$ cat src/rtl/act_port_sequencer_pkg.sv
// rtl/act_port_sequencer_pkg.sv - shared sel_i encodings, port indices and data width for the activation port sequencer
package act_port_sequencer_pkg;

    localparam int DataWidth = 16;

    localparam int PORT1 = 0;
    localparam int PORT2 = 1;

    typedef enum logic [1:0] {
        SEL_IDLE = 2'b00,
        SEL_ZERO = 2'b01,
        SEL_ACT1 = 2'b10,
        SEL_ACT2 = 2'b11
    } sel_i_t;

endpackage

$ cat src/rtl/act_rr_arb.sv
// rtl/act_rr_arb.sv - two-requester round-robin arbiter, eligibility mask in, one-hot grant out
module act_rr_arb
    import act_port_sequencer_pkg::*;
#(
    parameter bit RrInit = 1'b0
) (
    input  logic       i_clk,
    input  logic       i_rst_n,
    input  logic [1:0] i_elig,
    output logic [1:0] o_gnt
);

    // r_rr names the port that wins when both are eligible
    logic r_rr;

    always_comb begin
        o_gnt = 2'b00;
        if (i_elig[PORT1] && (!i_elig[PORT2] || !r_rr)) begin
            o_gnt[PORT1] = 1'b1;
        end else if (i_elig[PORT2]) begin
            o_gnt[PORT2] = 1'b1;
        end
    end

    always_ff @(posedge i_clk or negedge i_rst_n) begin
        if (!i_rst_n) begin
            r_rr <= RrInit;
        end else if (o_gnt[PORT1]) begin
            r_rr <= 1'b1;
        end else if (o_gnt[PORT2]) begin
            r_rr <= 1'b0;
        end
    end

endmodule

$ cat src/rtl/act_port_sequencer.sv
// rtl/act_port_sequencer.sv - act1/act2 port arbitration, PE drive enables and activation select retiming; ACT_SEQ_STATS_EN adds statistics counters
module act_port_sequencer
    import act_port_sequencer_pkg::*;
#(
`ifdef ACT_SEQ_STATS_EN
    parameter int CntWidth = 16,
`endif
    parameter bit RrInit   = 1'b0
) (
    input  logic       i_clk,
    input  logic       i_rst_n,
    input  logic       i_req1_valid,
    input  logic       i_req1_dst,
    output logic       o_req1_ready,
    input  logic       i_req2_valid,
    input  logic       i_req2_dst,
    output logic       o_req2_ready,
    output logic       o_drv1_en,
    output logic       o_drv2_en,
    output logic [1:0] o_sel_i,
    output logic       o_sel_o1,
    output logic       o_sel_o2,
    input  logic       i_out1_ready,
    input  logic       i_out2_ready,
    output logic       o_busy
`ifdef ACT_SEQ_STATS_EN
    ,
    output logic [CntWidth-1:0] o_stat_xfer1,
    output logic [CntWidth-1:0] o_stat_xfer2,
    output logic [CntWidth-1:0] o_stat_stall
`endif
);

    logic [1:0] r_out_q;
    logic [1:0] r_out_qq;
    logic [1:0] w_elig;
    logic [1:0] w_gnt;
    logic [1:0] w_out_nxt;
    logic       w_dst1_rdy;
    logic       w_dst2_rdy;

    assign w_dst1_rdy = i_req1_dst ? i_out2_ready : i_out1_ready;
    assign w_dst2_rdy = i_req2_dst ? i_out2_ready : i_out1_ready;

    // A source port must be neither output-driven now nor last cycle (collision + turnaround)
    assign w_elig[PORT1] = i_rst_n & i_req1_valid & ~r_out_q[PORT1] & ~r_out_qq[PORT1] & w_dst1_rdy;
    assign w_elig[PORT2] = i_rst_n & i_req2_valid & ~r_out_q[PORT2] & ~r_out_qq[PORT2] & w_dst2_rdy;

    act_rr_arb #(
        .RrInit (RrInit)
    ) u_arb (
        .i_clk   (i_clk),
        .i_rst_n (i_rst_n),
        .i_elig  (w_elig),
        .o_gnt   (w_gnt)
    );

    assign o_req1_ready = w_gnt[PORT1];
    assign o_req2_ready = w_gnt[PORT2];
    assign o_drv1_en    = w_gnt[PORT1] & i_req1_valid;
    assign o_drv2_en    = w_gnt[PORT2] & i_req2_valid;
    assign o_sel_i      = w_gnt[PORT1] ? SEL_ACT1 : (w_gnt[PORT2] ? SEL_ACT2 : SEL_IDLE);

    always_comb begin
        w_out_nxt = 2'b00;
        if (w_gnt[PORT1]) begin
            w_out_nxt[i_req1_dst] = 1'b1;
        end else if (w_gnt[PORT2]) begin
            w_out_nxt[i_req2_dst] = 1'b1;
        end
    end

    always_ff @(posedge i_clk or negedge i_rst_n) begin
        if (!i_rst_n) begin
            r_out_q  <= 2'b00;
            r_out_qq <= 2'b00;
        end else begin
            r_out_q  <= w_out_nxt;
            r_out_qq <= r_out_q;
        end
    end

    assign o_sel_o1 = r_out_q[PORT1];
    assign o_sel_o2 = r_out_q[PORT2];
    assign o_busy   = |r_out_q;

`ifdef ACT_SEQ_STATS_EN
    logic [CntWidth-1:0] r_stat_xfer1;
    logic [CntWidth-1:0] r_stat_xfer2;
    logic [CntWidth-1:0] r_stat_stall;
    logic                w_stall;

    assign w_stall = (i_req1_valid | i_req2_valid) & ~(|w_gnt);

    // Counters stick at all-ones rather than wrapping
    always_ff @(posedge i_clk or negedge i_rst_n) begin
        if (!i_rst_n) begin
            r_stat_xfer1 <= '0;
            r_stat_xfer2 <= '0;
            r_stat_stall <= '0;
        end else begin
            if (w_gnt[PORT1] && (r_stat_xfer1 != '1)) begin
                r_stat_xfer1 <= r_stat_xfer1 + CntWidth'(1);
            end
            if (w_gnt[PORT2] && (r_stat_xfer2 != '1)) begin
                r_stat_xfer2 <= r_stat_xfer2 + CntWidth'(1);
            end
            if (w_stall && (r_stat_stall != '1)) begin
                r_stat_stall <= r_stat_stall + CntWidth'(1);
            end
        end
    end

    assign o_stat_xfer1 = r_stat_xfer1;
    assign o_stat_xfer2 = r_stat_xfer2;
    assign o_stat_stall = r_stat_stall;
`endif

endmodule

$ cat config.mk
export PLATFORM = sky130hd
export DESIGN_NAME = act_port_sequencer
export DESIGN_NICKNAME = d
export VERILOG_FILES = /design/src/rtl/act_port_sequencer_pkg.sv /design/src/rtl/act_rr_arb.sv /design/src/rtl/act_port_sequencer.sv
export SDC_FILE = /design/constraint.sdc
export NUM_CORES = 1
export LEC_CHECK = 0
export ABC_AREA = 1
export ABC_CLOCK_PERIOD_IN_PS = 2250
export CORE_AREA = 5 5 42 44
export CTS_CLUSTER_DIAMETER = 100
export DETAILED_ROUTE_END_ITERATION = 6
export DIE_AREA = 0 0 47 49
export HOLD_SLACK_MARGIN = 0.03
export PLACE_DENSITY = 0.59
export SETUP_SLACK_MARGIN = 0.2
export SLEW_MARGIN = 20
export SYNTH_ARGS = -nofsm -noshare
export SYNTH_HDL_FRONTEND = slang
export SYNTH_SLANG_ARGS = --single-unit
$ cat constraint.sdc
create_clock -name i_clk -period 2.25 [get_ports i_clk]
set_input_delay 0.225 -clock i_clk [delete_from_list [all_inputs] [get_ports i_clk]]
set_output_delay 0.225 -clock i_clk [all_outputs]
set_load 0.05 [all_outputs]
==> flow_metrics.tcl <==
set metrics [dict create \
    end_kind "primary output" \
    synthArstFlopShare_pct 100 \
    ant_nets 0 \
    synth_seq_area_share_pct 37.9 \
    slew_headroom_pct 67.1 \
    arrival_ns 1.62 \
    antenna_found_initial 0 \
    grt_max_degree 7 \
    combPwrFrac_pct 39.8 \
    dp_hpwl_um 606 \
    syn_nets 52 \
    p_seq_share_pct 31.8 \
    fin_crit_ns 1.85 \
    syn_area_um2 330 \
    area_growth_syn_to_layout_pct 83.0 \
    power_frac_clock_pct 28.4 \
    peakVddDrop_uv 179 \
    start_kind "flop" \
    slowest_delay_ns 0.70 \
    critPathMaxFanout 4 \
    grt_pass1_wl_mm 1.15 \
    path_cells "or2_2 > clkdlybuf4s50_1" \
    setup_tns_ns 0 \
    first_global_vias 314 \
    yosys.area.top_type "dfrtp_1" \
    sw_frac_of_total_pct 34.6 \
    routed_wl_um 678 \
    maxCapViolations 0 \
    path_buf_inv 1 \
    tightest_slew_ns 0.492 \
    fin_nets 74 \
    synth-edff-count 0 \
    grt-ovfl-total 0 \
    die_y_um 49 \
    dr.first_iter.drc_count 1 \
    grt_setup_unrepaired "no" \
    pin_count 17 \
    die-area_mm2 0.00230 \
    multi_input_area_um2 165 \
    cts_setup_buffers 0 \
    ctsLongestPathBuffers 2 \
    tritoncts "done" \
    ys_ff_latch 5 \
    synth_top_area_share_pct 37.9 \
    synthFlopType "dfrtp_1" \
    wl_per_cell_um 8.37 \
    n_antenna_cell 0 \
    total_power_mw 0.352 \
    cp.required_ns 2.03 \
    synth_area_leaders "dfrtp_1 38%, nand2_1 13%, inv_1 9.1%" \
    p_switching_mw 0.122 \
    viasPerCell 3.96 \
    cpLargestDelayFamily "buffers and inverters" \
    die_x_um 47 \
    hold_violations 0 \
    grt.total_usage_pct 7.56 \
    power_density_mw_per_mm2 583 \
    slew_violations 0 \
    portBuffers 16 \
    start_util_pct 23.6 \
    cts_resized 0 \
    n_fill_cell 158 \
    syn_inst 44 \
    fp.coreArea_mm2 0.00140 \
    post-route-period-util_pct 82.1 \
    internal-power_mw 0.230 \
    ys_warn_count 0 \
    clk-insertion-delay-late_ns 0.24 \
    syn_avg_cell_area_um2 7.51 \
    cts_made_buffers 3 \
    fp-row-count 14 \
    yosys-top-cells-count "11 x nand2_1, 8 x inv_1, 5 x dfrtp_1, 5 x nand3_1, 4 x nor2_1" \
    p_leak_nw 0.309 \
    slowest_stage "clkdlybuf4s50_1" \
    max_freq_mhz 541 \
    cts_sinks 5 \
    final_layout_size_suffix_gt1_share_pct 30.8 \
    clkTransAtPathRegs_ns 0.04 \
    drt-pass1-iter-count 4 \
    clock-root-buffer "clkbuf_4" \
    num_vias 321 \
    status "complete, no violations" \
    min_path_type "primary input to asynchronous set/reset pin" \
    hold_buffers 0 \
    drc 0 \
    setup_viol 0 \
    synth.most_common_cell "nand2_1" \
    gp_congestion 0.750 \
    skew_ns 0.00256 \
    seq_area_um2 125 \
    ys_types 13 \
    cts-htree-levels 1 \
    worstSetupPathType "flop to primary output" \
]
## cells by family after synthesis
group           synth area share (%)
buf+inv                         12.1
simple gates                    47.7
flops                           37.9
compound gates                  2.27
## placed cells by master (no fill, tap or decap), drive strengths merged
master,n
nand2,15
clkdlybuf4s50,10
inv,10
buf,7
nand3,6
nor2,6
dfrtp,5
clkbuf,4
or2,1
o21a,1
## layout make-up
class | count | share of cell area [%]
Clock buffer | 4 | 4.35
Timing Repair Buffer | 17 | 37.7
Tap cell | 16 | 3.31
Sequential cell | 5 | 20.7
Multi-Input combinational cell | 29 | 27.3
Inverter | 10 | 6.63
## state kept, by name, indices dropped and copies added (netlist names)
name	flops
r_out_q	2
u_arb.r_rr	1
r_out_qq	2
## routing by layer
| layer | track usage, % | vias up | wire, um | part of all wire, % |
|---|---|---|---|---|
| li1 | - | 173 | - | - |
| met1 | 8.00 | 130 | 268 | 40 |
| met2 | 8.37 | 16 | 291 | 43 |
| met3 | 3.69 | 2 | 104 | 15 |
| met4 | 11.1 | 0 | 14 | 2.1 |
| met5 | 0 | - | 0 | 0 |
## worst paths after layout
path / start / to / slack, ns / cells past startpoint
worst max-delay path: r_out_q[1] / o_busy / 0.40 / 2
worst min-delay path: i_rst_n / u_arb.r_rr / 0.29 / 2
worst max register to register: r_out_q[1] / r_out_q[0] / 1.12 / 8
worst min register to register: r_out_q[1] / r_out_qq[1] / 0.42 / 0
max in group asynchronous: i_rst_n / r_out_qq[0] / 1.85 / 2
min in group i_clk: r_out_q[1] / r_out_qq[1] / 0.42 / 0
## stage by stage
step           utilization (%)  hold slack, ns  std cells  worst slack (ns)  cell area, um2
4_1_cts                   43.1           0.288         81             0.386             604
5_1_grt                   43.1           0.312         81             0.329             604
3_3_place_gp              41.3           0.405         77             0.443             578
6_report                  43.1           0.291         81             0.403             604
3_5_place_dp              41.3           0.412         77             0.436             578
2_1_floorplan                -         -0.0706         44             0.217             330
## power groups by stage
stage	Sequential (mW)	Clock, mW	Combinational (mW)
after floorplan	0.122	0	0.0712
after global placement	0.113	0	0.141
after detailed placement	0.114	0	0.142
after CTS	0.112	0.106	0.142
after global routing	0.113	0.116	0.150
final	0.112	0.100	0.140
Power figures use the tool's default switching activity.
